### src/rtl/uc_pkg.sv
// Shared types and encodings for the uc_multiciclo control unit:
// FSM state encoding, opcode class/condition codes and small decode helpers.
package uc_pkg;

    typedef enum logic [2:0] {
        FETCH = 3'd0,
        EXEC  = 3'd1,
        CMP   = 3'd2,
        SKIP  = 3'd3,
        HALT  = 3'd4
    } state_t;

    localparam logic [1:0] CLS_JR   = 2'b00;
    localparam logic [1:0] CLS_LI   = 2'b01;
    localparam logic [1:0] CLS_SKIP = 2'b10;
    localparam logic [1:0] CLS_ALU  = 2'b11;

    localparam logic [1:0] CC_EQ = 2'b00;
    localparam logic [1:0] CC_NE = 2'b01;
    localparam logic [1:0] CC_GT = 2'b10;
    localparam logic [1:0] CC_LT = 2'b11;

    localparam logic [1:0] HALT_SUB = 2'b11;

    // Halt shares the skip class; bits [3:2] distinguish it from the compares.
    function automatic logic is_halt(input logic [1:0] cls, input logic [1:0] sub);
        return (cls == CLS_SKIP) && (sub == HALT_SUB);
    endfunction

    function automatic logic is_skip(input logic [1:0] cls, input logic [1:0] sub);
        return (cls == CLS_SKIP) && (sub != HALT_SUB);
    endfunction

    function automatic logic cond_met(input logic [1:0] cc, input logic zero, input logic carry);
        logic res;
        case (cc)
            CC_EQ:   res = zero;
            CC_NE:   res = !zero;
            CC_GT:   res = !zero && !carry;
            CC_LT:   res = carry;
            default: res = 1'b0;
        endcase
        return res;
    endfunction

endpackage

### src/rtl/uc_decode.sv
// Moore output decoder: maps the current state and latched instruction to the
// datapath control bundle. Purely combinational, no primary inputs reach it.
module uc_decode
    import uc_pkg::*;
#(
    parameter int                 OPCODE_W = 6,
    parameter int                 ALUOP_W  = 3,
    parameter logic [ALUOP_W-1:0] ALU_SUB  = ALUOP_W'(3)
) (
    input  state_t              state,
    input  logic [OPCODE_W-1:0] ir,
    input  logic                skip_flag,
    output logic                pc_we,
    output logic                s_inc,
    output logic                s_skip,
    output logic                s_inm,
    output logic                we,
    output logic [ALUOP_W-1:0]  alu_op,
    output logic                halted
);

    logic [1:0] cls;
    assign cls = ir[OPCODE_W-1 -: 2];

    // A halt reaching EXEC falls through the class case and drives nothing.
    always_comb begin
        pc_we  = 1'b0;
        s_inc  = 1'b0;
        s_skip = 1'b0;
        s_inm  = 1'b0;
        we     = 1'b0;
        alu_op = '0;
        halted = 1'b0;
        case (state)
            EXEC: begin
                case (cls)
                    CLS_JR: begin
                        pc_we = 1'b1;
                    end
                    CLS_LI: begin
                        pc_we = 1'b1;
                        s_inc = 1'b1;
                        s_inm = 1'b1;
                        we    = 1'b1;
                    end
                    CLS_ALU: begin
                        pc_we  = 1'b1;
                        s_inc  = 1'b1;
                        we     = 1'b1;
                        alu_op = ir[ALUOP_W-1:0];
                    end
                    default: begin
                        pc_we = 1'b0;
                    end
                endcase
            end
            CMP: begin
                alu_op = ALU_SUB;
            end
            SKIP: begin
                pc_we  = 1'b1;
                s_inc  = 1'b1;
                s_skip = skip_flag;
            end
            HALT: begin
                halted = 1'b1;
            end
            default: begin
                halted = 1'b0;
            end
        endcase
    end

endmodule

### src/rtl/uc_multiciclo.sv
// Multi-cycle control unit for the microc datapath: instruction FSM, registered
// skip decision and saturating retired-instruction counter.
module uc_multiciclo
    import uc_pkg::*;
#(
    parameter int                 OPCODE_W = 6,
    parameter int                 ALUOP_W  = 3,
    parameter int                 CNT_W    = 16,
    parameter logic [ALUOP_W-1:0] ALU_SUB  = ALUOP_W'(3)
) (
    input  logic                clk,
    input  logic                reset,
    input  logic                run,
    input  logic [OPCODE_W-1:0] Opcode,
    input  logic                zero,
    input  logic                carry,
    output logic                pc_we,
    output logic                s_inc,
    output logic                s_skip,
    output logic                s_inm,
    output logic                we,
    output logic [ALUOP_W-1:0]  ALUOp,
    output logic                halted,
    output logic [CNT_W-1:0]    retired
);

    state_t              state;
    logic [OPCODE_W-1:0] ir;
    logic                skip_flag;

    logic [1:0] op_cls;
    logic [1:0] op_sub;
    logic [1:0] ir_cls;
    logic [1:0] ir_sub;
    logic       retire_now;

    assign op_cls     = Opcode[OPCODE_W-1 -: 2];
    assign op_sub     = Opcode[3:2];
    assign ir_cls     = ir[OPCODE_W-1 -: 2];
    assign ir_sub     = ir[3:2];
    assign retire_now = (state == EXEC) || (state == SKIP);

    // Opcode is only captured in FETCH; every later state works from ir, so
    // input changes mid-instruction cannot disturb the one in flight.
    always_ff @(posedge clk or negedge reset) begin
        if (!reset) begin
            state     <= FETCH;
            ir        <= '0;
            skip_flag <= 1'b0;
        end else begin
            case (state)
                FETCH: begin
                    if (run) begin
                        ir    <= Opcode;
                        state <= is_skip(op_cls, op_sub) ? CMP : EXEC;
                    end
                end
                EXEC: begin
                    state <= is_halt(ir_cls, ir_sub) ? HALT : FETCH;
                end
                CMP: begin
                    skip_flag <= cond_met(ir[1:0], zero, carry);
                    state     <= SKIP;
                end
                SKIP: begin
                    state <= FETCH;
                end
                HALT: begin
                    state <= HALT;
                end
                default: begin
                    state <= FETCH;
                end
            endcase
        end
    end

    // Counts on the final cycle of each instruction and sticks at all-ones.
    always_ff @(posedge clk or negedge reset) begin
        if (!reset) begin
            retired <= '0;
        end else if (retire_now && (retired != {CNT_W{1'b1}})) begin
            retired <= retired + CNT_W'(1);
        end
    end

    uc_decode #(
        .OPCODE_W (OPCODE_W),
        .ALUOP_W  (ALUOP_W),
        .ALU_SUB  (ALU_SUB)
    ) u_decode (
        .state     (state),
        .ir        (ir),
        .skip_flag (skip_flag),
        .pc_we     (pc_we),
        .s_inc     (s_inc),
        .s_skip    (s_skip),
        .s_inm     (s_inm),
        .we        (we),
        .alu_op    (ALUOp),
        .halted    (halted)
    );

endmodule

### config.mk
export PLATFORM = sky130hd
export DESIGN_NAME = uc_multiciclo
export DESIGN_NICKNAME = d
export VERILOG_FILES = /design/src/rtl/uc_pkg.sv /design/src/rtl/uc_decode.sv /design/src/rtl/uc_multiciclo.sv
export SDC_FILE = /design/constraint.sdc
export NUM_CORES = 1
export LEC_CHECK = 0
export CAP_MARGIN = 25
export CORE_MARGIN = 1.5
export CORE_UTILIZATION = 45
export DETAILED_ROUTE_END_ITERATION = 7
export MAX_ROUTING_LAYER = met4
export PLACE_DENSITY = 0.8
export SLEW_MARGIN = 20
export SYNTH_ARGS = -nofsm -noshare
export SYNTH_HDL_FRONTEND = slang
export SYNTH_SLANG_ARGS = --single-unit
### constraint.sdc
create_clock -name clk -period 3.2 [get_ports clk]
set_clock_uncertainty 0.15 [all_clocks]
set_input_delay 0.48 -clock clk [delete_from_list [all_inputs] [get_ports clk]]
set_output_delay 0.48 -clock clk [all_outputs]
set_load 0.02 [all_outputs]
==> parameters.txt <==
Parameter                              Value

Layout
  Layout area overhead    28.7%
  Ant diodes    0
  Filler-free cell count of the finished design    191
  Fillers    roughly 260
  Fraction of final layout cells with drive strength greater than 1    a little under a fifth
  Core Util, Final    60.2%
  Layout Nets    172

Routing
  Detailed-route DRC error count    0
  Routed WL    around 2.8 mm
  Detailed-route vias per instance    roughly 5.8
  DRT Pass-1 Iters    6
  Remaining number of nets flagged by the antenna check after routing    0
  Iteration-0 DRC Markers    21
  Per-cell routed wire length    14.6 µm
  Via count    1104

Power
  P_sw    0.000522 W
  Peak supply drop    0.498 mV
  Sequential power share    42.1%
  Leakage power of the design    0.826 nW
  PD cells    721 nW/µm²
  Switching portion of total power    between 40% and 50%
  Cell-internal power    0.000779 W
  Portion of total power attributed to combinational logic    between 40% and 50%
  Clock network fraction of total power    between 10% and 20%

Flow run
  Max-capacitance violation count    0

Run status
  Run status    completed

Yosys
  Register area share after synthesis    ~46%
  Count of mapped cells out of synthesis    between 100 and 150
  Count of flip-flops with a built-in enable after synthesis    0
  Number of warnings printed during yosys synthesis    0
  Number of register bits inferred by synthesis    26
  Syn Nets    133
  Cell variety after synth    39
  Synth Cell Area    1400 µm²
  Main synth FF type    dfrtp_1
  Mean instance size in the synthesized netlist    11.6 µm²
  Synth async-reset ratio    100%

Worst setup path
  CP Data Arrival Time    2.25 ns
  Reg2reg end    retired[1]
  Kind of end point of the critical path    output port
  Cell family with the largest share of critical-path delay    simple AND/OR/NAND/NOR gates
  Worst-path fanout max    5
  Master of the slowest instance on the critical path    clkdlybuf4s50_1
  Startpoint Class    flop
  Startpoint of the most critical register-to-register path    retired[0]
  Instance count on the critical path    4
  FF-to-FF path depth    6
  Crit-path cells    nand2b_1 > nor3b_1 > a32o_1 > clkdlybuf4s50_1
  Worst setup path class    flop to output port
  Critical path origin    state[2]
  Highest cell delay on the worst timing path    0.60 ns
  Worst path buffer plus inverter count    1
  Required time of the critical path    2.57 ns
  Last element of the critical path    ALUOp[0]
  Slack of the worst reg-to-reg path    1.00 ns

Placement
  Number of cells after detailed placement    between 150 and 200
  Final GP Congestion    0.790
  Detail Placement HPWL    2.12 mm
  Number of buffers added on ports    35

Global route
  Largest net degree at the start of global routing    27
  GR Util All Layers    18.4%
  Number of antenna violations at the first check in global routing    0
  Remaining Overflow, GRT    0
  First-pass GRT wire length    4.77 mm
  Via count of the first global-routing pass    ~1100

STA
  RSZ-0062 raised after global routing    no
  Number of failing hold endpoints at the final stage    0
  Actual transition at the worst max-transition pin    slightly above 0.5 ns
  Slew Viols, Final    0
  Fmax    about 350 MHz
  Final setup violation count    0
  Post-route setup TNS    0 ns
  Post-route minimum period    2.88 ns
  Final cycle utilization of the critical path    90.0%
  Slew HR    65.3%

Die
  Die width    58.9 µm
  Die ar.    3460 µm²
  Height of the die    58.9 µm
  Standard-cell rows    20
  IO Pins    36
  Initial standard-cell utilization of the core    46.7%
  Standard cell core area    ~3000 µm²

Clock tree
  Hold-fix buffers at CTS    0
  Post-CTS Repair Setup Buffers    0
  Clock-pin slew of the registers on the worst-case setup and hold paths    0.14 ns
  Inserted Clock Buffers    3
  CTS tree    done
  TritonCTS Sinks    26
  Clock latency reported for the late side of the worst-skew pair    approximately 0.31 ns
  Clock Tree Root    clkbuf_4
  Buffer levels on the longest clock path    2
  Quantity of gates resized following cts    0
  Level count of the clock H-tree    1

Worst hold path
  Worst Hold Class    input port to asynchronous set/reset pin
[worst min path at each step]
stage | start | endpoint | slack, ns | cells after the start
floorplan | reset | ir[0] | 0.03 | 0
finish | reset | retired[5] | 0.36 | 2
global route | reset | retired[5] | 0.38 | 2
global placement | retired[15] | retired[15] | 0.33 | 1
CTS | reset | retired[14] | 0.38 | 2
detailed placement | retired[15] | retired[15] | 0.36 | 1
[cells by family after synthesis]
group                      after synthesis  synth area share (%)
xor gates and xnor gates                15                  9.36
DFF                                     26                  46.3
adders and majority gates                1                 0.891
muxes                                    7                  5.88
buffers and inverters                    7                  3.21
AOI/OAI and AO/OA                       11                  6.06
and+or+nand+nor                         54                  28.3
[layout make-up]
class | count | area [µm²] | share of cell area [%]
Clock buffer | 3 | 22.5 | 1.25
Inverter | 3 | 11.3 | 0.623
Multi-Input combinational cell | 88 | 708 | 39.2
Sequential cell | 26 | 651 | 36.0
Tap cell | 33 | 41.3 | 2.29
Timing Repair Buffer | 38 | 373 | 20.6
[power groups by stage]
stage / combinational [W] / clock [W] / sequential [W]
6_report: 0.000619 / 0.000135 / 0.000549
5_1_grt: 0.000663 / 0.000154 / 0.000572
4_1_cts: 0.000622 / 0.000139 / 0.000550
3_5_place_dp: 0.000619 / 0 / 0.000556
3_3_place_gp: 0.000604 / 0 / 0.000551
2_1_floorplan: 0.000382 / 0 / 0.000560
[stage by stage]
step                      setup WS (ns)  hold WS, ns  power, W  instance area (µm²)
final                             0.320        0.363   0.00130                 1810
after global routing              0.214        0.375   0.00139                 1810
after CTS                         0.316        0.377   0.00131                 1810
after detailed placement          0.703        0.356   0.00117                 1780
after global placement            0.745        0.328   0.00115                 1780
after floorplan                   0.828       0.0344  0.000942                 1400
[Yosys cell counts, types with 2 or more instances]
library cell | n | area (µm²)
a21oi_1 | 2 | 10.0
a32o_1 | 2 | 20.0
and2_1 | 2 | 12.5
and3_1 | 3 | 18.8
buf_6 | 2 | 22.5
dfrtp_1 | 26 | 651
inv_1 | 3 | 11.3
mux2_2 | 6 | 67.6
nand2_1 | 7 | 26.3
nand3_1 | 5 | 25.0
nand4_1 | 3 | 18.8
nor2_1 | 7 | 26.3
nor2b_1 | 2 | 12.5
nor3_1 | 2 | 10.0
nor3_2 | 5 | 50.1
nor3b_1 | 2 | 15.0
nor4_1 | 3 | 18.8
nor4_2 | 3 | 37.5
nor4_4 | 2 | 42.5
xor2_1 | 15 | 131
[cell usage in the layout, fill, tap and decap left out, types with 5 or more instances in the layout]
cell             count
clkdlybuf4s50_1     35
dfrtp_1             26
xor2_1              15
nor2_1               7
nand2_1              7
mux2_2               6
nand3_1              5
nor3_2               5
[sequential cells by signal, summed over array words and instances, names as in the netlist]
register / flops
skip_flag: 1
retired: 16
state: 3
ir: 6
[routing by layer]
layer,vias up,routed length (µm),part of all wire [%],global-route usage (%)
met5,-,0,0,-
met2,39,1460,52,33.2
met1,550,1170,42,21.1
li1,513,-,-,-
met4,0,14,0.50,5.52
met3,2,137,4.9,2.64
Note: power is estimated with default switching activity, not from simulation.
